$ cat config.mk
export PLATFORM = sky130hd
export DESIGN_NAME = idu32_decode_stage
export DESIGN_NICKNAME = d
export VERILOG_FILES = /design/src/rtl/idu32_decode_stage.sv
export SDC_FILE = /design/constraint.sdc
export NUM_CORES = 1
export LEC_CHECK = 0
export ABC_AREA = 1
export BUFFER_PORTS_ARGS = -buffer_cell sky130_fd_sc_hd__buf_2
export CORE_ASPECT_RATIO = 0.7
export CORE_UTILIZATION = 40
export DETAILED_ROUTE_END_ITERATION = 10
export PLACE_DENSITY_LB_ADDON = 0.15
export REMOVE_ABC_BUFFERS = 1
export SYNTH_ARGS = -nofsm -noshare
export SYNTH_HDL_FRONTEND = slang
export SYNTH_SLANG_ARGS = --single-unit
$ cat constraint.sdc
create_clock -name clk -period 10.2 [get_ports clk]
set_input_delay 3.06 -clock clk [delete_from_list [all_inputs] [get_ports clk]]
set_output_delay 3.06 -clock clk [all_outputs]
set_load 0.03 [all_outputs]
$ cat src/rtl/idu32_decode_stage.sv
`default_nettype none
// ============================================================================
// Module      : idu32_decode_stage (with IDU32_Decoder)
// Description : Instruction-decode stage between fetch and execute. Classifies
//               the opcode, selects the matching immediate, registers the
//               result behind a one-entry skid buffer, and counts stalls.
// Revision    : 1.0 - initial release
// ============================================================================

module IDU32_Decoder #(
    parameter int XLEN = 32
) (
    input  logic [XLEN-1:0] inst,
    output logic [XLEN-1:0] imm_i,
    output logic [XLEN-1:0] imm_s,
    output logic [XLEN-1:0] imm_b,
    output logic [XLEN-1:0] imm_u,
    output logic [XLEN-1:0] imm_j
);
    assign imm_i = {{20{inst[31]}}, inst[31:20]};
    assign imm_s = {{20{inst[31]}}, inst[31:25], inst[11:7]};
    assign imm_b = {{19{inst[31]}}, inst[31], inst[7], inst[30:25], inst[11:8], 1'b0};
    assign imm_u = {inst[31:12], 12'b0};
    assign imm_j = {{11{inst[31]}}, inst[31], inst[19:12], inst[20], inst[30:21], 1'b0};
endmodule

module idu32_decode_stage #(
    parameter int XLEN  = 32,
    parameter int CNT_W = 16
) (
    input  logic             clk,
    input  logic             rst,
    input  logic             flush,
    input  logic             in_valid,
    output logic             in_ready,
    input  logic [XLEN-1:0]  in_inst,
    input  logic [XLEN-1:0]  in_pc,
    output logic             out_valid,
    input  logic             out_ready,
    output logic [XLEN-1:0]  out_inst,
    output logic [XLEN-1:0]  out_pc,
    output logic [XLEN-1:0]  out_imm,
    output logic [2:0]       out_imm_type,
    output logic             out_illegal,
    output logic [CNT_W-1:0] stall_cnt
);
    localparam logic [2:0] c_TYPE_R       = 3'd0;
    localparam logic [2:0] c_TYPE_I       = 3'd1;
    localparam logic [2:0] c_TYPE_S       = 3'd2;
    localparam logic [2:0] c_TYPE_B       = 3'd3;
    localparam logic [2:0] c_TYPE_U       = 3'd4;
    localparam logic [2:0] c_TYPE_J       = 3'd5;
    localparam logic [2:0] c_TYPE_ILLEGAL = 3'd7;
    localparam logic [CNT_W-1:0] c_CNT_MAX = {CNT_W{1'b1}};

    typedef struct packed {
        logic [XLEN-1:0] inst;
        logic [XLEN-1:0] pc;
        logic [XLEN-1:0] imm;
        logic [2:0]      imm_type;
        logic            illegal;
    } entry_t;

    logic [XLEN-1:0]  w_imm_i, w_imm_s, w_imm_b, w_imm_u, w_imm_j;
    entry_t           w_in_entry;
    entry_t           r_main, r_skid;
    logic             r_main_valid, r_skid_valid;
    logic [CNT_W-1:0] r_stall_cnt;
    logic             w_in_fire, w_out_fire;

    IDU32_Decoder #(.XLEN(XLEN)) u_imm_dec (
        .inst  (in_inst),
        .imm_i (w_imm_i),
        .imm_s (w_imm_s),
        .imm_b (w_imm_b),
        .imm_u (w_imm_u),
        .imm_j (w_imm_j)
    );

    always_comb begin
        w_in_entry          = '0;
        w_in_entry.inst     = in_inst;
        w_in_entry.pc       = in_pc;
        w_in_entry.imm_type = c_TYPE_ILLEGAL;
        w_in_entry.illegal  = 1'b1;
        if (in_inst[1:0] == 2'b11) begin
            w_in_entry.illegal = 1'b0;
            case (in_inst[6:0])
                7'b0110111, 7'b0010111: begin
                    w_in_entry.imm_type = c_TYPE_U;
                    w_in_entry.imm      = w_imm_u;
                end
                7'b1101111: begin
                    w_in_entry.imm_type = c_TYPE_J;
                    w_in_entry.imm      = w_imm_j;
                end
                7'b1100111, 7'b0000011, 7'b0010011, 7'b1110011, 7'b0001111: begin
                    w_in_entry.imm_type = c_TYPE_I;
                    w_in_entry.imm      = w_imm_i;
                end
                7'b0100011: begin
                    w_in_entry.imm_type = c_TYPE_S;
                    w_in_entry.imm      = w_imm_s;
                end
                7'b1100011: begin
                    w_in_entry.imm_type = c_TYPE_B;
                    w_in_entry.imm      = w_imm_b;
                end
                7'b0110011: begin
                    w_in_entry.imm_type = c_TYPE_R;
                end
                default: begin
                    w_in_entry.imm_type = c_TYPE_ILLEGAL;
                    w_in_entry.illegal  = 1'b1;
                end
            endcase
        end
    end

    // in_ready depends only on skid occupancy, keeping out_ready off the input path
    assign in_ready   = !r_skid_valid;
    assign w_in_fire  = in_valid && in_ready;
    assign w_out_fire = r_main_valid && out_ready;

    always_ff @(posedge clk or posedge rst) begin
        if (rst) begin
            r_main       <= '0;
            r_skid       <= '0;
            r_main_valid <= 1'b0;
            r_skid_valid <= 1'b0;
        end else if (flush) begin
            r_main_valid <= 1'b0;
            r_skid_valid <= 1'b0;
        end else if (!r_main_valid || (w_out_fire && !r_skid_valid)) begin
            r_main_valid <= w_in_fire;
            if (w_in_fire) begin
                r_main <= w_in_entry;
            end
        end else if (w_out_fire) begin
            r_main       <= r_skid;
            r_main_valid <= 1'b1;
            r_skid_valid <= w_in_fire;
            if (w_in_fire) begin
                r_skid <= w_in_entry;
            end
        end else if (w_in_fire) begin
            r_skid       <= w_in_entry;
            r_skid_valid <= 1'b1;
        end
    end

    always_ff @(posedge clk or posedge rst) begin
        if (rst) begin
            r_stall_cnt <= '0;
        end else if (r_main_valid && !out_ready && (r_stall_cnt != c_CNT_MAX)) begin
            r_stall_cnt <= r_stall_cnt + 1'b1;
        end
    end

    assign out_valid    = r_main_valid;
    assign out_inst     = r_main.inst;
    assign out_pc       = r_main.pc;
    assign out_imm      = r_main.imm;
    assign out_imm_type = r_main.imm_type;
    assign out_illegal  = r_main.illegal;
    assign stall_cnt    = r_stall_cnt;

endmodule
`default_nettype wire

==> results by group <==
Status
  – Status: finished, final reports clean

Finish
  – Filler Cell Count: between 2,000 and 2,500
  – P&R area growth vs syn: 18.7%
  – Layout Nets: between 1,000 and 1,500
  – Layout cells sized above 1: 18.1%
  – Final instance area: 11,600 µm²

Setup path
  – CP max-delay cell: buf_4
  – CP max stage delay: 0.87 ns
  – Setup slack, reg-to-reg: ~7 ns
  – Worst EP arrival: 5.93 ns
  – RR Startpoint: out_valid$_DFFE_PP0P_
  – CP Cell Sequence: buf_2 > inv_2 > o21ai_4 > buf_4 > a21oi_2 > o21ai_4 > buf_4 > inv_4 > buf_4 > o21ai_0 > o21ai_0
  – Reg2reg end: out_imm_type[2]$_DFFE_PP0P_
  – Crit Path Class: in2reg
  – Crit Path Max Fanout: about 110
  – Worst reg2reg path depth: 9
  – Critical Path Stages: 11
  – CP endpoint kind: flop
  – Cell family with most CP delay: buffers and inverters
  – Worst setup SP type: input port
  – Worst path bufs/invs: 6
  – CP most frequent cell: buf_4
  – Crit path required time: 10.62 ns

Synth
  – Syn avg cell area: about 8.0 µm²
  – Distinct cells, synth: 32
  – Yosys reg bits: 218
  – Number of synthesized flops with an enable pin: 0
  – Top FF cell, synth: dfrtp_1
  – Seq/Total Area, Yosys: between 50% and 60%
  – Synth Instances: 1,217
  – Post-Syn Area: around 9800 µm²
  – Asr flop ratio synth: 100%
  – YS warnings: 0

Placement
  – GPL Wtd Cong: 0.805
  – Final HPWL DP: 15,900 µm
  – Pre-CTS setup slack: 4.18 ns
  – Port Buffers: between 150 and 200
  – Area post-placement: 10,900 µm²

STA
  – Clock skew: 0.00661 ns
  – Slew of the pin with the lowest slew margin: 1.09 ns
  – Final hold violation count: 0
  – Max Freq: 0.181 GHz
  – Relative slew slack: 27.1%
  – RSZ-0062 raised after global routing: no
  – Final period demand of the worst path: 5.51 ns
  – Max-slew violation count: 0
  – Setup TNS: 0 ns
  – Final WS setup: roughly 4.7 ns
  – Part of the cycle the worst path needs: 54.1%
  – Final Setup Violations: 0

Clock network
  – H-tree Lvls: 1
  – Post-CTS resize count: 0
  – Worst skew pair latency: 0.50 ns
  – CTS Buf Count: 23
  – Postcts setup bufs: 0
  – Clock root cell: clkbuf_16
  – Clk buf depth: 3
  – Clock tree from TritonCTS: done
  – Hold Buf Count CTS: 0
  – Clock sinks: 218
  – Worst-path clk slew: 0.06 ns

Detailed routing
  – Via count: 8,378
  – Drt total wl: 25,200 µm
  – Wire per inst: 14.8 µm
  – Detail Route Antenna Nets: 0
  – Post-route DRC: 0
  – Via density: 4.92
  – DRT iter0 DRCs: 669
  – Drt pass-1 iters: 5

Min path
  – Worst Hold End: r_skid[46]$_DFFE_PP0P_
  – Min-delay worst type: reg2reg
  – Min-delay src: r_skid[46]$_DFFE_PP0P_
  – Hold Path Stages: 2

Global routing
  – Pin count of the biggest net entering global routing: 112
  – GRT Util Overall: 20.4%
  – Vias in the first global route: ~7,600
  – Global-route wire length before repair: 41,300 µm
  – Initial antenna violation count: 1
  – GRT Residual Overflow: 0

Run
  – Max_cap viols: 0

Power and ir drop
  – Max VDD drop: 0.000111 V
  – Pwr dens: 220 nW/µm²
  – P_leak: 6.05 nW

Floorplan
  – Num rows: 47
  – Chip width: 189 µm
  – Initial Util: 41.1%
  – Die area: 25,100 µm²
  – Die Ht: approximately 130 µm
  – Core area: approximately 24,000 µm²
  – IO Pins: 187
-- per-stage QoR --
stage / cells / hold WS, ns / utilization (%) / power [W]
after global routing: 1701 / 0.486 / 48.7 / 0.00271
after CTS: 1701 / 0.474 / 48.7 / 0.00259
final: 1702 / 0.468 / 48.8 / 0.00256
after global placement: 1661 / 0.453 / 45.7 / 0.00176
after floorplan: 1147 / 0.442 / - / 0.00157
after detailed placement: 1661 / 0.459 / 45.7 / 0.00177
-- worst max path at each step --
stage | startpoint | endpoint
6_report | out_ready | out_imm_type[2]$_DFFE_PP0P_
5_1_grt | out_ready | out_imm_type[2]$_DFFE_PP0P_
4_1_cts | out_ready | out_imm_type[2]$_DFFE_PP0P_
3_5_place_dp | out_ready | out_imm_type[2]$_DFFE_PP0P_
3_3_place_gp | out_ready | out_imm_type[2]$_DFFE_PP0P_
2_1_floorplan | rst | out_illegal$_DFFE_PP0P_
-- where the power goes --
part	internal, W	switching, W
Clock	0.000470	0.000343
Combinational	0.000181	0.000403
Sequential	0.00105	0.000109
-- worst min-delay path, cell delays in order, from the launching register on --
cell and delay [ns]:
dfrtp_1 0.34, nand2_1 0.05, nand2_1 0.04
-- routing by layer --
metal / routed length (µm) / vias up / part of all wire [%] / GRT usage [%]
li1: - / 4188 / - / -
met1: 12700 / 3936 / 50 / 31.2
met2: 10600 / 226 / 42 / 30.2
met3: 1480 / 26 / 5.9 / 3.32
met4: 365 / 2 / 1.4 / 4.03
met5: 13 / - / 0.052 / 0
-- registers in the layout (all words and copies together) (netlist names) --
signal,count
out_illegal,1
out_imm,32
out_imm_type,3
out_inst,32
out_pc,32
out_valid,1
r_skid,100
r_skid_valid,1
stall_cnt,16
-- kinds of logic (layout without fill, tap and decap cells) --
| logic type | after synthesis | after routing | synth area share, % |
|---|---|---|---|
| AND/OR/NAND/NOR | 742 | 742 | 29.8 |
| flip-flops | 218 | 218 | 55.8 |
| AO/OA/AOI/OAI | 135 | 135 | 8.47 |
| buffers and inverters | 109 | 275 | 4.73 |
| XOR/XNOR | 12 | 12 | 1.07 |
| adder cells (fa/ha/maj) | 1 | 1 | 0.128 |
| other | 0 | 1 | 0 |
-- layout by cell type (no fill, tap or decap), types with 6 or more instances in the layout --
cell       instances
nand2_1          521
dfrtp_1          218
buf_2            186
nor2_1           165
a31oi_1           90
nand3_1           36
inv_1             31
clkbuf_16         23
o21ai_0           21
buf_4             10
a21oi_1            7
o21ai_1            7
inv_2              6
xor2_1             6
xnor2_1            6
clkbuf_1           6
-- layout make-up --
cell class / count / area (µm²) / share of cell area [%]
repair buffers: 196 / 1010 / 8.66
clock buffers: 33 / 653 / 5.63
well taps: 318 / 398 / 3.43
inverters: 39 / 156 / 1.35
flip-flops and latches: 218 / 5460 / 47.0
diodes: 1 / 2.50 / 0.0216
multi-input cells: 890 / 3870 / 33.4
clock inverters: 7 / 67.6 / 0.582
-- synthesized netlist by cell type, types with 2 or more instances --
master | count | area [µm²]
nand2_1 | 521 | 1960
dfrtp_1 | 218 | 5460
nor2_1 | 165 | 619
a31oi_1 | 90 | 563
clkbuf_1 | 36 | 135
nand3_1 | 36 | 180
inv_1 | 33 | 124
buf_2 | 31 | 155
o21ai_0 | 21 | 105
a21oi_1 | 7 | 35.0
o21ai_1 | 7 | 35.0
inv_2 | 6 | 22.5
xnor2_1 | 6 | 52.6
xor2_1 | 6 | 52.6
nor3_1 | 5 | 25.0
nand4_1 | 4 | 25.0
o22ai_1 | 4 | 25.0
nand2_2 | 3 | 18.8
buf_4 | 2 | 15.0
nor3_4 | 2 | 32.5
nor4_1 | 2 | 12.5
o21ai_4 | 2 | 32.5
Power figures use the tool's default switching activity.
